===== config.mk =====
export PLATFORM = sky130hd
export DESIGN_NAME = axi_ui
export DESIGN_NICKNAME = d
export VERILOG_FILES = /design/src/rtl/axi4_lite_pkg.sv /design/src/rtl/uart_16550_regs_pkg.sv /design/src/rtl/uart_irq_ctrl.sv /design/src/rtl/axi_ui.sv
export SDC_FILE = /design/constraint.sdc
export NUM_CORES = 1
export LEC_CHECK = 0
export CORE_MARGIN = 2
export CORE_UTILIZATION = 35
export DETAILED_ROUTE_END_ITERATION = 12
export PLACE_DENSITY = 0.82
export SYNTH_ARGS = -nofsm -noshare
export SYNTH_HDL_FRONTEND = slang
export SYNTH_HIERARCHICAL = 1
export SYNTH_SLANG_ARGS = --single-unit

===== constraint.sdc =====
create_clock -name clk -period 2.1 [get_ports clk]
set_input_delay 0.315 -clock clk [delete_from_list [all_inputs] [get_ports clk]]
set_output_delay 0.315 -clock clk [all_outputs]
set_load 0.02 [all_outputs]

===== src/rtl/axi4_lite_pkg.sv =====
// axi4_lite_pkg: AXI4-Lite channel types and response codes
package axi4_lite_pkg;
    typedef logic [31:0] axi_lite_addr_t;
    typedef logic [31:0] axi_lite_data_t;
    typedef logic [3:0]  axi_lite_strb_t;
    typedef logic [1:0]  axi_lite_resp_t;
    localparam axi_lite_resp_t AXI_RESP_OKAY = 2'b00;
endpackage


===== src/rtl/uart_16550_regs_pkg.sv =====
// uart_16550_regs_pkg: 16550 register file layout, addresses and ISR codes
package uart_16550_regs_pkg;
    localparam int DL_W  = 16;
    localparam int PSD_W = 4;
    typedef struct packed {
        logic [7:0]       ier;
        logic [7:0]       fcr;
        logic [7:0]       lcr;
        logic [7:0]       mcr;
        logic [7:0]       spr;
        logic [DL_W-1:0]  dl;
        logic [PSD_W-1:0] psd;
    } uart_16550_regs_t;
    localparam logic [2:0] ADDR_RHR_THR = 3'd0;
    localparam logic [2:0] ADDR_IER     = 3'd1;
    localparam logic [2:0] ADDR_ISR_FCR = 3'd2;
    localparam logic [2:0] ADDR_LCR     = 3'd3;
    localparam logic [2:0] ADDR_MCR     = 3'd4;
    localparam logic [2:0] ADDR_LSR     = 3'd5;
    localparam logic [2:0] ADDR_MSR     = 3'd6;
    localparam logic [2:0] ADDR_SPR     = 3'd7;
    localparam logic [4:0] ISR_LS   = 5'h0C;
    localparam logic [4:0] ISR_RX   = 5'h08;
    localparam logic [4:0] ISR_TX   = 5'h04;
    localparam logic [4:0] ISR_NONE = 5'h03;
endpackage


===== src/rtl/uart_irq_ctrl.sv =====
// uart_irq_ctrl: level-sensitive interrupt sources and ISR priority encoding
module uart_irq_ctrl
    import uart_16550_regs_pkg::*;
(
    input  logic [2:0] ier,
    input  logic       rx_ready,
    input  logic       tx_ready,
    input  logic       parity_err,
    input  logic       framing_err,
    input  logic       overrun_err,
    output logic       irq,
    output logic [4:0] code
);
    logic ls, rx, tx;
    // sources follow the live inputs; line status outranks RX, RX outranks TX
    always_comb begin
        ls   = ier[2] & (parity_err | framing_err | overrun_err);
        rx   = ier[0] & rx_ready;
        tx   = ier[1] & tx_ready;
        irq  = ls | rx | tx;
        code = ls ? ISR_LS : rx ? ISR_RX : tx ? ISR_TX : ISR_NONE;
    end
endmodule


===== src/rtl/axi_ui.sv =====
// axi_ui: AXI4-Lite slave exposing a 16550-style UART register file
module axi_ui
    import axi4_lite_pkg::*, uart_16550_regs_pkg::*;
#(
    parameter int DL_WIDTH   = 16,
    parameter int PSD_WIDTH  = 4,
    parameter int FIFO_DEPTH = 16
) (
    input  logic             clk,
    input  logic             rst,
    input  axi_lite_addr_t   awaddr,
    input  logic             awvalid,
    output logic             awready,
    input  axi_lite_data_t   wdata,
    input  axi_lite_strb_t   wstrb,
    input  logic             wvalid,
    output logic             wready,
    output logic             bvalid,
    output axi_lite_resp_t   bresp,
    input  logic             bready,
    input  axi_lite_addr_t   araddr,
    input  logic             arvalid,
    output logic             arready,
    output axi_lite_data_t   rdata,
    output axi_lite_resp_t   rresp,
    output logic             rvalid,
    input  logic             rready,
    output uart_16550_regs_t regs_out,
    output logic             wr_en,
    output logic             rd_en,
    input  logic [7:0]       rd_data,
    input  logic             tx_ready,
    input  logic             rx_ready,
    input  logic             parity_err,
    input  logic             framing_err,
    input  logic             overrun_err,
    output logic             new_baud,
    output logic             irq,
    output logic             irq_n
);
    if (DL_WIDTH != DL_W || PSD_WIDTH != PSD_W || FIFO_DEPTH < 1) begin : g_param_check
        $error("axi_ui: DL_WIDTH/PSD_WIDTH must match uart_16550_regs_pkg");
    end

    uart_16550_regs_t regs;
    logic             aw_acc, ar_acc, wr_commit, dlab;
    logic [4:0]       isr_code;
    logic [7:0]       rbyte;
    logic             unused_bits;

    assign unused_bits = &{1'b0, awaddr[31:3], araddr[31:3], wdata[31:8], wstrb[3:1]};
    assign dlab      = regs.lcr[7];
    assign aw_acc    = rst & awvalid & wvalid & ~bvalid;
    assign ar_acc    = rst & arvalid & ~rvalid;
    assign wr_commit = aw_acc & wstrb[0];
    assign awready   = aw_acc;
    assign wready    = aw_acc;
    assign arready   = ar_acc;
    assign bresp     = AXI_RESP_OKAY;
    assign rresp     = AXI_RESP_OKAY;
    assign regs_out  = regs;
    assign irq_n     = ~irq;

    uart_irq_ctrl u_irq (
        .ier         (regs.ier[2:0]),
        .rx_ready    (rx_ready),
        .tx_ready    (tx_ready),
        .parity_err  (parity_err),
        .framing_err (framing_err),
        .overrun_err (overrun_err),
        .irq         (irq),
        .code        (isr_code)
    );

    // register write port; the divisor latch shadows THR/IER while DLAB is set
    always_ff @(posedge clk) begin
        if (!rst) begin
            regs <= '{ier: 8'h00, fcr: 8'h00, lcr: 8'h03, mcr: 8'h00, spr: 8'h00,
                      dl: 16'h0001, psd: '0};
        end else if (wr_commit) begin
            case (awaddr[2:0])
                ADDR_RHR_THR: if (dlab) regs.dl[7:0] <= wdata[7:0];
                ADDR_IER:     if (dlab) regs.dl[15:8] <= wdata[7:0];
                              else regs.ier <= {5'b0, wdata[2:0]};
                ADDR_ISR_FCR: regs.fcr <= wdata[7:0];
                ADDR_LCR:     regs.lcr <= wdata[7:0];
                ADDR_MCR:     regs.mcr <= wdata[7:0];
                ADDR_SPR:     regs.spr <= wdata[7:0];
                default: ;
            endcase
        end
    end

    // read mux; LSR and ISR are built from live line inputs
    always_comb begin
        case (araddr[2:0])
            ADDR_RHR_THR: rbyte = dlab ? regs.dl[7:0] : rd_data;
            ADDR_IER:     rbyte = dlab ? regs.dl[15:8] : regs.ier;
            ADDR_ISR_FCR: rbyte = {3'b000, isr_code};
            ADDR_LCR:     rbyte = regs.lcr;
            ADDR_MCR:     rbyte = regs.mcr;
            ADDR_LSR:     rbyte = {1'b0, tx_ready, tx_ready, 1'b0,
                                   framing_err, parity_err, overrun_err, rx_ready};
            ADDR_MSR:     rbyte = 8'h00;
            default:      rbyte = regs.spr;
        endcase
    end

    // write response channel and the strobes that line up with the first bvalid cycle
    always_ff @(posedge clk) begin
        if (!rst) begin
            bvalid   <= 1'b0;
            wr_en    <= 1'b0;
            new_baud <= 1'b0;
        end else begin
            bvalid   <= aw_acc | (bvalid & ~bready);
            wr_en    <= wr_commit & (awaddr[2:0] == ADDR_RHR_THR) & ~dlab;
            new_baud <= wr_commit & dlab & (awaddr[2:1] == 2'b00);
        end
    end

    // read data channel; data is captured at address accept and held until rready
    always_ff @(posedge clk) begin
        if (!rst) begin
            rvalid <= 1'b0;
            rdata  <= '0;
            rd_en  <= 1'b0;
        end else begin
            rvalid <= ar_acc | (rvalid & ~rready);
            rdata  <= ar_acc ? {24'b0, rbyte} : rdata;
            rd_en  <= ar_acc & (araddr[2:0] == ADDR_RHR_THR) & ~dlab & rx_ready;
        end
    end
endmodule


# Word-level counts from Yosys, hierarchy flattened
# Index checks and enable logic that the tools add are counted.
totals:
  regBits: 64
  input_bits: 120
  output_inout_bits: 106
  elab_cells: 70
op_classes:
  n_eq_ne: 11
  mux: 6
  n_bitwise: 30
  reduce_logical: 10
ops:
  columns: ["operator", "n"]
  rows:
  - ["one-hot mux 8 bit (7 select lines)", 1]
  - ["AND 1 bit", 18]
  - ["two-way mux 8 bit", 2]
  - ["equality test 3 bit, second input constant", 5]
  - ["equality test 3 x 2 -> 1 bit, second input constant", 4]
  - ["two-way mux 5 bit", 2]
  - ["AND reduction 3 bit", 3]
  - ["AND reduction 2 bit", 4]
  - ["equality test 3 x 1 -> 1 bit, second input constant", 2]
  - ["logical NOT 3 bit", 2]
  - ["NOT 1 bit", 6]
  - ["OR 1 bit", 6]
  - ["two-way mux 3 bit", 1]
  - ["logical NOT 2 bit", 1]

# Depth between registers and ports, before layout
# Gate-level depths: netlist of the first run.
logic_depth:
  word_depth: 6
  ltp_mapped: 6
  mapped_depth_nobuf: 5

# Modules after synthesis
# Netlist of the first run, hierarchy kept.
modules_own_cells:
  columns: ["mod", "instances", "cells_per_inst", "area_each_um2", "seq_area_each_um2"]
  rows:
  - ["axi_ui", 1, 379, 3155.5, 1281.2]
  - ["uart_irq_ctrl", 1, 11, 65.1, 0.0]

# Worst setup path after synthesis of the first run
# OpenSTA, ideal clock, no wires.
synth_timing:
  path_type: "register -> register"
  from: "register bvalid"
  to: "register regs (netlist bit regs_out[41])"
  setup_ns: 0.116
  t_arrival_ns: 1.618
  slack_ns: 0.366
  path_stages_with_launch: 6
  synth_period_minus_slack_ns: 1.734
  cell_sequence: "dfxtp_1 nand4b_4 or4_1 clkbuf_1 buf_6 a31o_2"
synth_between:
  elab_chain_cells: 4
synth_rtl:
  columns: ["item", "line", "rtl"]
  rows:
  - ["start, declared", "axi_ui.sv:18", "output logic bvalid,"]
  - ["start signal, assigned", "axi_ui.sv:116", "bvalid <= aw_acc | (bvalid & ~bready);"]
  - ["NOT 1 bit", "axi_ui.sv:53", "assign aw_acc = rst & awvalid & wvalid & ~bvalid;"]
  - ["AND 1 bit", "axi_ui.sv:53", null]
  - ["AND 1 bit", "axi_ui.sv:55", "assign wr_commit = aw_acc & wstrb[0];"]
  - ["AND reduction 2 bit (no line)", null, null]
  - ["end signal, assigned", "axi_ui.sv:78", "regs <= '{ier: 8'h00, fcr: 8'h00, lcr: 8'h03, mcr: 8'h00, spr: 8'h00,"]
  - ["end, declared", "axi_ui.sv:45", "uart_16550_regs_t regs;"]
# Every way passes these cells.
# A chain may end at the register's enable or synchronous reset.

# Final worst setup path of the first run
layout_timing:
  from: "input awvalid"
  to: "output wready"
layout_between:
  elab_chain_cells: 3
layout_rtl:
  columns: ["item", "line", "rtl"]
  rows:
  - ["start, declared", "axi_ui.sv:12", "input logic awvalid,"]
  - ["AND 1 bit (3 in a row)", "axi_ui.sv:53", null]
  - ["end, declared", "axi_ui.sv:17", "output logic wready,"]
# Every way passes these cells.

==> qor.txt, run 1 <==
Max Clock Freq: 491 MHz
Routed len/inst: 15.4 microns
DRC violations left: 0
Hold depth: 3
Power Density: 594 mW/mm^2
Crit path DAT: 1.72 ns
Initial antenna violation count: 0
Yosys cell types: 49
RSZ-0062 raised after global routing: no
Initial Utilization: 35.5%
Floorplan row count: 35
Final worst slack: 0.0636 ns
Final hold viol count: 0
Max-slew violation count: 0
Most used DFF post-synth: dfxtp_1
Async SR Flop Fraction: 0%
Synth Warn #: 6
Total die area: 0.00999 sq mm
Drt first pass iters: 5
HPWL after detailed placement: 7350 microns
DP Area: 0.00432 sq mm
Design area: 0.00452 sq mm
Peak VDD IR: 352 uV
Min-Delay Path Class: input pin to register
Port-buffer cells: 103
CP startpoint kind: input pin
Storage element area: 0.00128 sq mm
Final worst path period share: 97.0%
Core Footprint: 0.00906 sq mm
R2R depth: 5
Via count: 3082
Clk slew on worst S/H paths: 0.07 ns
Pleak: 0.00171 uW
Largest net degree at the start of global routing: 49
Total chip power: 2680 uW
Total CTS buffers: 9
Post-CTS sizing: 2
Hold_buf cts: 0
Mean post-synth cell area: 8.26 sq um
DIE WIDTH: 99.9 microns
WS Path Type: input pin to output pin
Post-CTS Setup Inserts: 0
Antenna cells: 0
Final setup viols: 0
Synth Cell Area: 0.00322 sq mm
Vias in the first global route: 2958
CTS tree: yes
Area occupied by multi-input gates: 0.00164 sq mm
Post-DRT Antenna Nets: 0
Status: finished, final reports clean
Clk_lat worst skew: 0.35 ns
Layout fillers: 865
Pre-CTS setup slack: -0.163 ns
Minimum clock period after layout: 2.04 ns
Gate Count Post-Synth: 390
CP required: 1.78 ns
WHS: 0.430 ns
Layout Area Growth over Synthesis: 40.3%
Nets: 620
Gpl congestion: 0.872
H-Tree Depth: 3
CTS Buffer Depth: 2
Clock Sinks: 64
Critical path endpoint category: output pin
Clock skew: 0.00701 ns
Share of the synthesized area in the top cell type: 39.8%
Synth area leader: dfxtp_1
First-pass GRT wire length: 15000 microns
Critical Path Fanout Max: 5
Global-route usage over all layers: 19.2%
DRC marker count from the first detailed-route iteration: 256
Clock root cell: clkbuf_8
Die Height: 99.9 microns
Share of cells above drive strength 1: 12.3%
Yosys reg bits: 64
Post-synth EDFFs: 0
Max Cap Viol: 0
Vias per cell: 5.00
Total gr overflow: 0
DRT Wirelength: 9490 microns
Dominant cells by area after synthesis: dfxtp_1 40%, buf_4 9.3%, nand2_1 8.4%
I/O Pins: 226
Sequential fraction of the synthesis area: 39.8%
==> power by group <==
group          leakage [uW]  internal, uW  switching (uW)
sequential         0.000517          1230            9.47
clock              0.000103           610             466
combinational       0.00109           147             223
total               0.00171          1980             698
==> stage by stage <==
step	utilization [%]	TNS [ns]	std cells
finish	49.8	0	616
global route	49.8	0	616
CTS	49.8	0	616
detailed placement	47.7	-0.227	600
global placement	47.7	-0.194	600
floorplan	-	0	426
==> placed cells by master (no fill, tap or decap), types with 3 or more instances in the layout <==
cell type	Yosys	routed
clkdlybuf4s50_1	0	100
nand2_1	72	72
dfxtp_1	64	64
o21ai_0	49	49
conb_1	2	38
buf_4	40	25
nand3_1	23	23
nor2_1	17	17
mux2i_1	15	15
clkbuf_8	0	11
a31o_2	8	8
inv_1	6	6
a32oi_1	4	4
or3_1	4	4
o211ai_1	4	4
nand2b_1	4	4
a21oi_1	4	4
nor2b_1	3	3
a22oi_1	3	3
nor3_1	3	3
mux2_2	3	3
and3_1	3	3
==> kinds of logic after synthesis <==
group           after synthesis  synth area share [%]
simple gates                142                  21.6
other cells                   2                 0.233
mux                          20                  7.11
compound gates               89                  17.6
buf+inv                      73                  13.6
flops                        64                  39.8
==> area by class of cell <==
| type | instances | area share [%] |
|---|---|---|
| multi-input combinational | 289 | 36.3 |
| clock inverter | 3 | 0.886 |
| clock buffer | 13 | 3.52 |
| sequential | 64 | 28.4 |
| inverter | 7 | 0.582 |
| timing repair buffer | 129 | 27.3 |
| tap | 111 | 3.07 |
==> critical path, cell delays in order <==
cell	delay, ns
clkdlybuf4s50_1	0.51
nand4b_4	0.14
inv_1	0.12
clkdlybuf4s50_1	0.63
==> final timing paths <==
check                                   from           end  slack [ns]
worst max-delay path                 awvalid        wready        0.06
worst min-delay path                     rst        rvalid        0.43
worst max register to register  regs_out[43]      rdata[4]        0.37
worst min register to register  regs_out[49]  regs_out[49]        0.46
==> Yosys cell counts (all sizes together) (7+ instances only) <==
cell type / instances
nand2: 72
buf: 52
o21ai: 50
dfxtp: 64
nand3: 23
nor2: 17
a31o: 8
mux2i: 15
clkbuf: 14
inv: 7
==> flip-flops by register name, indices dropped and copies added (netlist names) <==
name / count
new_baud: 1
wr_en: 1
regs_out: 51
rdata: 8
bvalid: 1
rvalid: 1
rd_en: 1
==> layer usage <==
layer,routed length (microns),up-vias,track usage (%),part of all wire [%]
met1,4310,1422,25.0,45
met2,4180,141,29.1,44
li1,-,1502,-,-
met4,231,0,7.80,2.4
met3,764,17,6.96,8.1
met5,0,-,0,0
No activity file was read; power rests on OpenSTA's default activity.
==> run 2: changes to the inputs <==
--- a/config.mk
+++ b/config.mk
@@ -8,7 +8,7 @@
 export CORE_MARGIN = 2
 export CORE_UTILIZATION = 35
 export DETAILED_ROUTE_END_ITERATION = 12
-export PLACE_DENSITY = 0.82
+export PLACE_DENSITY_LB_ADDON = 0.15
 export SYNTH_ARGS = -nofsm -noshare
 export SYNTH_HDL_FRONTEND = slang
 export SYNTH_HIERARCHICAL = 1
==> run 2 against run 1 <==
First-iteration DRC count decreased by 46%. Die area unchanged. Maximum frequency up 0.29%. Via count fell by 3.7%. Total power grew 4.1%. Cell count up 0.32%. Flip-flop and latch count unchanged. Clock power is 10% higher. Design area rose by 1.1%. Highest routed layer unchanged.
==> qor.txt, run 2 (synthesized netlist as in run 1, its figures left out) <==
Status: finished, final reports clean
First-pass GRT wire length: 14600 microns (-2.8%)
Hold depth: 3 (unchanged)
Nets: 622 (+0.32%)
Core Footprint: 0.00906 sq mm (unchanged)
Die Height: 99.9 microns (unchanged)
DRC violations left: 0 (unchanged)
DRT Wirelength: 9270 microns (-2.3%)
Crit path DAT: 1.72 ns (about the same)
Routed len/inst: 15.0 microns (-2.6%)
Hold path start: rst
Vias in the first global route: 2835 (-4.2%)
Critical Path Fanout Max: 2 (-3)
Clock skew: 0.00683 ns (-0.000175 ns)
I/O Pins: 226 (unchanged)
Final worst path period share: 96.7% (-0.28 points)
Clk_lat worst skew: 0.34 ns (about the same)
Final worst slack: 0.0695 ns (+0.00589 ns)
Pleak: 0.00173 uW (+0.90%)
Gpl congestion: 0.959 (+10%)
Critical path endpoint category: output pin
Max-slew violation count: 0 (unchanged)
R2r startpoint: regs_out[43]
Min-Delay Path Class: input pin to register
Total CTS buffers: 9 (unchanged)
Post-layout util: 50.4% (+0.55 points)
Placed insts: 602 (+0.33%)
Initial antenna violation count: 0 (unchanged)
Total die area: 0.00999 sq mm (unchanged)
RSZ-0062 raised after global routing: no
Drt first pass iters: 4 (-1)
Commonest non-fill, non-tap cell in the layout: clkdlybuf4s50_1
Share of cells above drive strength 1: 12.8% (+0.54 points)
Minimum clock period after layout: 2.03 ns (-0.00589 ns)
H-Tree Depth: 3 (unchanged)
Max Cap Viol: 0 (unchanged)
Peak VDD IR: 305 uV (-13%)
CTS tree: yes
Antenna cells: 0 (unchanged)
Hold_buf cts: 0 (unchanged)
Final Non-Filler Cells: 618 (+0.32%)
WS Path Type: input pin to output pin
Via count: 2969 (-3.7%)
Global-route usage over all layers: 18.8% (-0.41 points)
Final hold viol count: 0 (unchanged)
Vias per cell: 4.80 (-4.0%)
Clk slew on worst S/H paths: 0.07 ns (about the same)
DIE WIDTH: 99.9 microns (unchanged)
Post-DRT Antenna Nets: 0 (unchanged)
Floorplan row count: 35 (unchanged)
Largest net degree at the start of global routing: 37 (-24%)
R2R depth: 5 (unchanged)
Max Clock Freq: 492 MHz (+0.29%)
Pre-CTS setup slack: -0.163 ns (+0.000283 ns)
DRC marker count from the first detailed-route iteration: 138 (-46%)
Clock Sinks: 64 (unchanged)
HPWL after detailed placement: 7230 microns (-1.7%)
Initial Utilization: 35.5% (unchanged)
Final setup viols: 0 (unchanged)
CTS Buffer Depth: 2 (unchanged)
Power Density: 611 mW/mm^2 (+2.9%)
CP required: 1.78 ns (about the same)
Clock root cell: clkbuf_8
Max FFs per register: 51 (unchanged)
Layout Area Growth over Synthesis: 41.8%
Total gr overflow: 0 (unchanged)
Port-buffer cells: 103 (unchanged)
Most frequent cells in the layout: 100 x clkdlybuf4s50_1, 72 x nand2_1, 64 x dfxtp_1, 49 x o21ai_0, 38 x conb_1
Worst setup startpoint: overrun_err
CP startpoint kind: input pin
[run 2: critical path: stages]
cell and delay, ns:
clkdlybuf4s50_1 0.47, o31ai_2 0.34, nand3_1 0.19, inv_1 0.08, dlygate4sd2_1 0.33
[run 2: report_power, final]
part / internal, uW / switching (uW)
logic: 151 / 219
registers: 1230 / 9.04
clock network: 675 / 511
total: 2050 / 740
[run 2: timing repair]
action                                  in CTS  in global routing
buffers inserted                             0                  0
endpoints found under the setup margin       2                  0
gates resized for setup                      2                  0
[run 2: layer usage]
metal / vias to the layer above / routed length [microns] / GRT usage (%)
li1: 1509 / - / -
met1: 1336 / 4350 / 26.2
met2: 111 / 4010 / 28.3
met3: 13 / 760 / 4.81
met4: 0 / 157 / 6.64
met5: - / 0 / 0
[run 2: worst paths after layout]
| kind | endpoint | slack [ns] |
|---|---|---|
| worst max register to register | regs_out[11] | 0.39 |
| worst min register to register | regs_out[45] | 0.47 |
| worst min-delay path | bvalid | 0.37 |
| worst max-delay path | irq_n | 0.07 |
[run 2: per-stage QoR]
step           power [uW]  setup TNS [ns]  hold slack (ns)  area (sq um)
5_1_grt              2890               0            0.411          4570
2_1_floorplan        1510               0            0.391          3360
6_report             2790               0            0.373          4570
3_5_place_dp         1630          -0.216            0.453          4350
3_3_place_gp         1630          -0.192            0.448          4350
4_1_cts              2820               0            0.363          4570
[run 2: layout make-up]
class / count / area (sq um)
Fill cell: 903 / 4500
Tap cell: 111 / 139
Timing Repair Buffer: 131 / 1260
Clock inverter: 6 / 93.8
Inverter: 7 / 26.3
Sequential cell: 64 / 1280
Clock buffer: 10 / 128
Multi-Input combinational cell: 289 / 1640
